<file path="config.mk">
export PLATFORM = sky130hd
export DESIGN_NAME = vga_frame_writer
export DESIGN_NICKNAME = d
export VERILOG_FILES = /design/src/rtl/vga_fb_pkg.sv /design/src/rtl/vga_fb_addr_gen.sv /design/src/rtl/vga_frame_writer.sv
export SDC_FILE = /design/constraint.sdc
export NUM_CORES = 1
export LEC_CHECK = 0
export ABC_AREA = 1
export BUFFER_PORTS_ARGS = -buffer_cell sky130_fd_sc_hd__buf_2
export CORE_ASPECT_RATIO = 0.75
export CORE_MARGIN = 8
export CORE_UTILIZATION = 30
export DETAILED_ROUTE_END_ITERATION = 12
export SYNTH_ARGS = -nofsm -noshare
export SYNTH_HDL_FRONTEND = slang
export SYNTH_SLANG_ARGS = --single-unit
</file>
<file path="constraint.sdc">
create_clock -name WRITER_CLK -period 2.25 [get_ports WRITER_CLK]
set_clock_uncertainty 0.1 [all_clocks]
set_input_delay 0.1125 -clock WRITER_CLK [delete_from_list [all_inputs] [get_ports WRITER_CLK]]
set_output_delay 0.1125 -clock WRITER_CLK [all_outputs]
set_load 0.02 [all_outputs]
</file>
<file path="src/rtl/vga_fb_pkg.sv">
// vga_fb_pkg: shared framebuffer geometry, RGB332 field positions, writer op codes and writer FSM states
package vga_fb_pkg;
  localparam int H_RES = 400;
  localparam int V_RES = 300;
  localparam int BUF_SIZE = H_RES * V_RES;
  localparam int ADDR_W = 19;
  localparam int RED_LSB = 0;
  localparam int RED_MSB = 2;
  localparam int GRN_LSB = 3;
  localparam int GRN_MSB = 5;
  localparam int BLU_LSB = 6;
  localparam int BLU_MSB = 7;
  localparam logic OP_PLOT = 1'b0;
  localparam logic OP_FILL = 1'b1;
  typedef enum logic [1:0] {IDLE, SETUP, STROBE, HOLD} wr_state_t;
endpackage

</file>
<file path="src/rtl/vga_fb_addr_gen.sv">
// vga_fb_addr_gen: registered (x,y,buf) -> SRAM address; ld loads, inc steps, last flags final address of the loaded buffer
module vga_fb_addr_gen #(
  parameter int H_RES = vga_fb_pkg::H_RES,
  parameter int V_RES = vga_fb_pkg::V_RES,
  parameter int ADDR_W = vga_fb_pkg::ADDR_W
) (
  input  logic              clk,
  input  logic              rst_n,
  input  logic              ld,
  input  logic              inc,
  input  logic              buf_sel,
  input  logic [8:0]        x,
  input  logic [8:0]        y,
  output logic [ADDR_W-1:0] addr,
  output logic              last
);
  import vga_fb_pkg::*;
  localparam logic [ADDR_W-1:0] BSZ = ADDR_W'(H_RES * V_RES);
  localparam logic [ADDR_W-1:0] END0 = ADDR_W'(H_RES * V_RES - 1);
  localparam logic [ADDR_W-1:0] END1 = ADDR_W'(2 * H_RES * V_RES - 1);
  localparam logic [ADDR_W-1:0] HR = ADDR_W'(H_RES);
  logic [ADDR_W-1:0] lin;
  logic cur_buf;
  assign lin = ADDR_W'(y) * HR + ADDR_W'(x) + (buf_sel ? BSZ : '0);
  assign last = addr == (cur_buf ? END1 : END0);
  always_ff @(posedge clk or negedge rst_n)
    if (!rst_n) begin
      addr <= '0;
      cur_buf <= 1'b0;
    end else if (ld) begin
      addr <= lin;
      cur_buf <= buf_sel;
    end else if (inc) begin
      addr <= addr + 1'b1;
    end
endmodule

</file>
<file path="src/rtl/vga_frame_writer.sv">
// vga_frame_writer: plot/fill command writer into double-buffered RGB332 SRAM; cmd valid/ready in, SRAM strobes out during grant, front-buffer select to renderer
module vga_frame_writer #(
  parameter int H_RES = vga_fb_pkg::H_RES,
  parameter int V_RES = vga_fb_pkg::V_RES,
  parameter int ADDR_W = vga_fb_pkg::ADDR_W,
  parameter int WE_CYCLES = 2
) (
  input  logic              WRITER_CLK,
  input  logic              WRITER_RST_N,
  input  logic              WRITER_CMD_VALID,
  output logic              WRITER_CMD_READY,
  input  logic              WRITER_CMD_OP,
  input  logic [8:0]        WRITER_CMD_X,
  input  logic [8:0]        WRITER_CMD_Y,
  input  logic [7:0]        WRITER_CMD_COLOR,
  input  logic              WRITER_SWAP_REQ,
  input  logic              WRITER_FRAME_START,
  input  logic              WRITER_SRAM_GRANT,
  output logic [ADDR_W-1:0] WRITER_ADDR,
  output logic [7:0]        WRITER_DATA,
  output logic              WRITER_DATA_OE,
  output logic              WRITER_WE,
  output logic              WRITER_OE,
  output logic              WRITER_CE,
  output logic              WRITER_SEL_BUFF,
  output logic              WRITER_BUSY,
  output logic              WRITER_CLIP
);
  import vga_fb_pkg::*;
  localparam int CW = WE_CYCLES > 1 ? $clog2(WE_CYCLES) : 1;
  localparam logic [CW-1:0] CNT_LAST = CW'(WE_CYCLES - 1);
  wr_state_t state, state_d;
  logic [CW-1:0] cnt, cnt_d;
  logic ready, we, drive, sel_buff, busy, clip, pend, pend_d, fill;
  logic [7:0] data;
  logic accept, in_range, ld, more, done, swap_now, last;
  assign accept = WRITER_CMD_VALID & ready;
  assign in_range = WRITER_CMD_X < 9'(H_RES) && WRITER_CMD_Y < 9'(V_RES);
  assign ld = accept & (WRITER_CMD_OP == OP_FILL | in_range);
  assign more = fill & ~last;
  assign done = state == HOLD & ~more;
  // a swap never coincides with an accept, so an accepted command always targets the buffer it was addressed for
  assign swap_now = WRITER_FRAME_START & state == IDLE & (pend | WRITER_SWAP_REQ) & ~accept;
  assign pend_d = (pend | WRITER_SWAP_REQ) & ~swap_now;
  vga_fb_addr_gen #(.H_RES(H_RES), .V_RES(V_RES), .ADDR_W(ADDR_W)) u_addr (
    .clk(WRITER_CLK),
    .rst_n(WRITER_RST_N),
    .ld(ld),
    .inc(state == HOLD & more),
    .buf_sel(~sel_buff),
    .x(WRITER_CMD_OP == OP_FILL ? 9'd0 : WRITER_CMD_X),
    .y(WRITER_CMD_OP == OP_FILL ? 9'd0 : WRITER_CMD_Y),
    .addr(WRITER_ADDR),
    .last(last)
  );
  always_comb begin
    state_d = state;
    cnt_d = cnt;
    case (state)
      IDLE: state_d = ld ? SETUP : IDLE;
      SETUP: begin
        state_d = WRITER_SRAM_GRANT ? STROBE : SETUP;
        cnt_d = '0;
      end
      STROBE: begin
        state_d = cnt == CNT_LAST ? HOLD : STROBE;
        cnt_d = cnt + 1'b1;
      end
      default: state_d = more ? SETUP : IDLE;
    endcase
  end
  always_ff @(posedge WRITER_CLK or negedge WRITER_RST_N)
    if (!WRITER_RST_N) begin
      state <= IDLE;
      cnt <= '0;
    end else begin
      state <= state_d;
      cnt <= cnt_d;
    end
  always_ff @(posedge WRITER_CLK or negedge WRITER_RST_N)
    if (!WRITER_RST_N) begin
      ready <= 1'b0;
      we <= 1'b1;
      drive <= 1'b0;
      sel_buff <= 1'b0;
      busy <= 1'b0;
      clip <= 1'b0;
      pend <= 1'b0;
      fill <= 1'b0;
      data <= '0;
    end else begin
      ready <= state_d == IDLE & ~pend_d & ~accept;
      we <= state_d != STROBE;
      busy <= state_d != IDLE | pend_d;
      clip <= accept & WRITER_CMD_OP == OP_PLOT & ~in_range;
      pend <= pend_d;
      drive <= ld | (drive & ~done);
      fill <= ld ? WRITER_CMD_OP == OP_FILL : fill;
      data <= ld ? WRITER_CMD_COLOR : data;
      sel_buff <= sel_buff ^ swap_now;
    end
  assign WRITER_CMD_READY = ready;
  assign WRITER_DATA = data;
  assign WRITER_DATA_OE = drive;
  assign WRITER_CE = ~drive;
  assign WRITER_WE = we;
  assign WRITER_OE = 1'b1;
  assign WRITER_SEL_BUFF = sel_buff;
  assign WRITER_BUSY = busy;
  assign WRITER_CLIP = clip;
endmodule

</file>
; ---- Word level (Yosys, flattened, before mapping)
; Index checks and enable logic that the tools add are counted.
[op_classes]
add_sub_neg = 4
mul = 1
order_cmp = 2
eq_ne = 5
muxes = 12
bitwise = 29
reduce_logical = 6
[op_table]
columns = op, count
row1 = 2-to-1 mux 19 bit, 2
row2 = adder 18 x 9 -> 19 bit, 1
row3 = "adder 19 x 1 -> 19 bit, second input constant", 1
row4 = adder 19 bit, 1
row5 = equality test 19 bit, 1
row6 = "less-than comparator 9 bit, second input constant", 2
row7 = 2-to-1 mux 18 bit, 1
row8 = 2-to-1 mux 9 bit, 2
row9 = 2-to-1 mux 17 bit, 1
row10 = bitwise AND 1 bit, 14
row11 = "multiplier 9 x 5 -> 14 bit, second input constant", 1
row12 = inverter 1 bit, 10
row13 = case mux 2 bit (3 select lines), 1
row14 = nonzero test 2 bit, 3
row15 = "equality test 2 bit, second input constant", 2
row16 = logical NOT 2 bit, 2
row17 = bitwise OR 1 bit, 4
row18 = 2-to-1 mux 1 bit, 3
row19 = "equality test 2 x 1 -> 1 bit, second input constant", 1
row20 = 2-to-1 mux 2 bit, 1
row21 = "!= test 2 bit, second input constant", 1
row22 = case mux 1 bit (2 select lines), 1
row23 = "adder 1 bit, second input constant", 1
row24 = logical AND 1 bit, 1
row25 = XOR 1 bit, 1
[word_totals]
regBits = 39
output_inout_bits = 35
word_cells = 72

; ---- Longest topological paths before layout
[logic_depth]
depth_word = 9
depth_mapped = 27
mapped_depth_nobuf = 27

; ---- By module
; Synthesis repeated with hierarchy kept, for this count alone.
[unflattened]
hier_cells = 566
hier_area_um2 = 3927.5
[modules_own_cells]
columns = module, instances, cells_each, area_each_um2, seq_area_each_um2
row1 = vga_fb_addr_gen, 1, 420, 2870.3, 500.5
row2 = vga_frame_writer, 1, 146, 1057.3, 476.7

; ---- Worst setup path after synthesis
; No wires, ideal clock.
[synth_timing]
path_kind = input to register
start = input WRITER_CMD_OP
end = register u_addr.addr[17]
setup_time_ns = 0.117
arrival_ns = 3.911
path_slack_ns = -1.878
stages = 24
cell_sequence = buf_1 > nor2_1 > ha_1 > ha_1 > fa_1 > ha_1 > a21oi_1 > nand2_1 > a21oi_1 > nor2_1 > nor2_1 > xor2_1 > inv_1 > ha_1 > ha_1 > nand2_1 > nor2_1 > nand3_1 > nand3_1 > nand2_1 > nand3_1 > nand2_1 > nand2_1 > nand2_1
[synth_between]
elab_chain_cells = 5
word_cells_on_any_way = 9
[synth_lines]
columns = element, line_no
row1 = "start, declared", vga_frame_writer.sv:12  ; input logic WRITER_CMD_OP,
row2 = 2-to-1 mux 9 bit, vga_frame_writer.sv:52  ; .y(WRITER_CMD_OP == OP_FILL ? 9'd0 : WRITER_CMD_Y),
row3 = multiplier 9 x 5 -> 14 bit, vga_fb_addr_gen.sv:24  ; assign lin = ADDR_W'(y) * HR + ADDR_W'(x) + (buf_sel ? BSZ : '0);
row4 = adder 18 x 9 -> 19 bit, vga_fb_addr_gen.sv:24
row5 = adder 19 bit, vga_fb_addr_gen.sv:24
row6 = 2-to-1 mux 19 bit, vga_fb_addr_gen.sv:30  ; end else if (ld) begin
row7 = "end signal, assigned", vga_fb_addr_gen.sv:31  ; addr <= lin;
row8 = "end signal, assigned", vga_fb_addr_gen.sv:34  ; addr <= addr + 1'b1;
row9 = "end, declared", vga_fb_addr_gen.sv:14  ; output logic [ADDR_W-1:0] addr,
; Several ways; a longest one is shown, not always the timed one.
; A chain may end at the register's enable or synchronous reset.

; ---- Final worst setup path
; Same ends and word-level chain as after synthesis.

==> results.py <==
metrics = {
    "global_routing": {
        "grt_max_degree": 47,
        "grt_pass1_vias": 4213,
        "antenna_found_initial": 0,
        "grt_usage_pct": 14.3,
        "grt-ovfl-total": 0,
        "grt_pass1_wl_um": 20400,
    },
    "setup_path": {
        "r2r_slack_ns": -0.10,
        "reg2reg_from": "WRITER_SEL_BUFF",
        "start_kind": "input pin",
        "slowest_delay_ns": 0.48,
        "r2r-end": "u_addr.addr[11]",
        "path_max_fanout": 6,
        "r2r.worst_path.cells": 12,
        "critPathMostFrequentCell": "nand2_1",
        "cp.required_ns": 2.33,
        "worst_path_max_delay_cell": "fa_1",
        "crit_type": "in2reg",
        "crit_arrival_ns": 3.64,
        "cp-end-kind": "flip-flop",
    },
    "drt": {
        "wl_met2_um": 5200,
        "dr.pass1.iters": 4,
        "top_layer": "met4",
        "wl_per_cell_um": 13.4,
        "wl_met3_um": 627,
        "first_iter_violations": 167,
        "ant_nets": 0,
        "drt-total-wl_um": 12100,
        "m1WireLength_um": 6210,
        "avgViaCountPerCell": 4.63,
        "dr_total_vias": 4195,
        "post-route-drc-count": 0,
    },
    "yosys": {
        "syn_area_mm2": 0.00407,
        "synth-edff-count": 0,
        "seq_area_frac_synth_pct": 24.0,
        "yosysTopAreaCell": "dfrtp_1",
        "yosys_warnings": 0,
        "synth_nets": 695,
        "ys_types": 35,
        "synth-async-reset-ratio_pct": 100,
        "synth_top_cells_by_area": "dfrtp_1, nand2_1, ha_1",
        "yosysMostFrequentCell": "nand2_1",
        "synth_commonest_cells": "nand2_1, inv_1, nor2_1",
        "synthCells": 601,
        "synth_seq_cells": 39,
        "synthFlopType": "dfrtp_1",
        "synth_top_area_share_pct": 23.4,
        "synth_area_per_cell_um2": 6.76,
    },
    "timing": {
        "worst_slack_ns": -1.32,
        "max_freq_ghz": 0.280,
        "slew_headroom_pct": 64.2,
        "fin_crit_sh_pct": 158,
        "min_period_ns": 3.57,
        "hold_violations": 0,
        "grt_setup_unrepaired": "yes",
        "setup_viol": 10,
        "maxSlewViolCount": 0,
        "worst_slew_pin_slew_ns": 0.537,
    },
    "floorplan": {
        "die_width_um": 150,
        "start_util_pct": 30.2,
        "rows": 37,
        "die_h_um": 117,
        "core-area_mm2": 0.0135,
        "ios": 68,
        "dieArea_mm2": 0.0176,
    },
    "run_status": {
        "violations": "negative setup slack",
        "outcome": "complete, but fails checks",
    },
    "placement": {
        "place_inst": 885,
        "hpwl_um": 9500,
        "placed_area_mm2": 0.00529,
        "portBuffers": 66,
        "place_ws_ns": -1.68,
        "place_congestion": 0.888,
    },
    "cells_and_area": {
        "nets": 824,
        "stdcell_count": 906,
        "n_antenna_cell": 0,
        "syn2layout_area_growth_pct": 45.2,
        "layout-drive-gt1-share_pct": 32.8,
        "stdcell_area_mm2": 0.00590,
        "top_register": "u_addr.addr",
        "largest_register_ffs": 19,
    },
    "clock_network": {
        "clk_pin_slew_ns": 0.06,
        "cts_htree_levels": 2,
        "insertion_delay_ns": 0.29,
        "cts.sinks": 39,
        "ctsRootBufferMaster": "clkbuf_16",
        "cts_tree": "yes",
        "clk_path_buf_depth": 2,
        "cts_made_buffers": 5,
    },
    "hold_path": {
        "hp-start": "WRITER_CMD_X[1]",
        "hold_end": "u_addr.addr[1]",
        "whs_path_depth": 5,
        "hp-class": "in2reg",
    },
    "flow_run": {
        "max-cap-violations": 0,
    },
    "pwr": {
        "leakagePower_nw": 3.04,
        "vdd_drop_max_mv": 0.635,
        "p_total_mw": 5.81,
        "power.density_mw_per_mm2": 984,
    },
}
## critical path: cells and delay by family
family          cells  cell delay (ns)
simple gates       12             1.05
xor+xnor            1             0.18
fa+ha+maj           6             1.82
compound gates      1             0.11
buf+inv             5             0.36
## cells in the final DEF (no fill, tap or decap), drive strengths merged, types with 3 or more instances in the layout
| cell type | synthesis | final |
|---|---|---|
| xnor2 | 5 | 5 |
| nand4 | 11 | 11 |
| clkbuf | 0 | 6 |
| nor3 | 3 | 3 |
| ha | 55 | 55 |
| o21ai | 27 | 27 |
| dfrtp | 38 | 38 |
| o21bai | 3 | 3 |
| fa | 6 | 6 |
| xor2 | 17 | 17 |
| a21oi | 11 | 11 |
| nor2 | 61 | 61 |
| nand2 | 212 | 212 |
| nand3 | 54 | 54 |
| buf | 13 | 126 |
| inv | 76 | 76 |
| dlygate4sd3 | 0 | 9 |
## metal layers
layer	track usage [%]	up-vias
met5	0	-
met4	1.93	0
met3	3.07	10
met2	21.2	87
met1	21.0	1937
li1	-	2161
## per-stage QoR
step	util, %	hold slack (ns)	TNS [ns]
6_report	43.8	0.00212	-9.61
5_1_grt	43.8	0.0214	-11.70
4_1_cts	42.6	0.00412	-9.69
3_5_place_dp	39.3	0.0216	-14.21
3_3_place_gp	39.3	0.0353	-13.97
2_1_floorplan	-	-0.283	-8.82
## layout make-up
class,instances,area [µm²]
inverters,76,288
flip-flops and latches,39,977
well taps,175,219
clock buffers,6,129
multi-input cells,473,3330
fillers,1346,7570
clock inverters,2,37.5
repair buffers,135,925
## power by group
part	internal, mW	total [mW]	switching (mW)	leakage, nW
sequential	0.967	1.28	0.308	0.498
combinational	1.62	3.72	2.09	2.46
clock	0.524	0.819	0.296	0.0771
total	3.11	5.81	2.70	3.04
## worst max path at each step
stage | start | end | slack, ns | cells past startpoint
6_report | WRITER_CMD_OP | u_addr.addr[17] | -1.32 | 25
5_1_grt | WRITER_CMD_OP | u_addr.addr[16] | -1.55 | 25
4_1_cts | WRITER_CMD_OP | u_addr.addr[17] | -1.31 | 25
3_5_place_dp | WRITER_CMD_OP | u_addr.addr[17] | -1.68 | 25
3_3_place_gp | WRITER_CMD_OP | u_addr.addr[17] | -1.63 | 25
2_1_floorplan | WRITER_CMD_OP | u_addr.addr[17] | -1.33 | 26
## timing repair
action	CTS	global route
pin swaps	30	19
buffers inserted	3	2
hold buffers	9	0
hold endpoints to repair	27	0
setup endpoints to repair	11	17
resized for setup	38	33
## cell families (layout without fill, tap and decap cells)
family                   Yosys count  in the layout  synth area share (%)
AO/OA/AOI/OAI                     45             45                  6.37
XOR/XNOR                          22             22                  4.74
adder cells (fa/ha/maj)           61             61                  19.9
buffers and inverters             89            219                  9.17
flip-flops                        39             39                  24.0
other                              1              1                0.0922
AND/OR/NAND/NOR                  344            344                  35.7
Power figures use the tool's default switching activity.
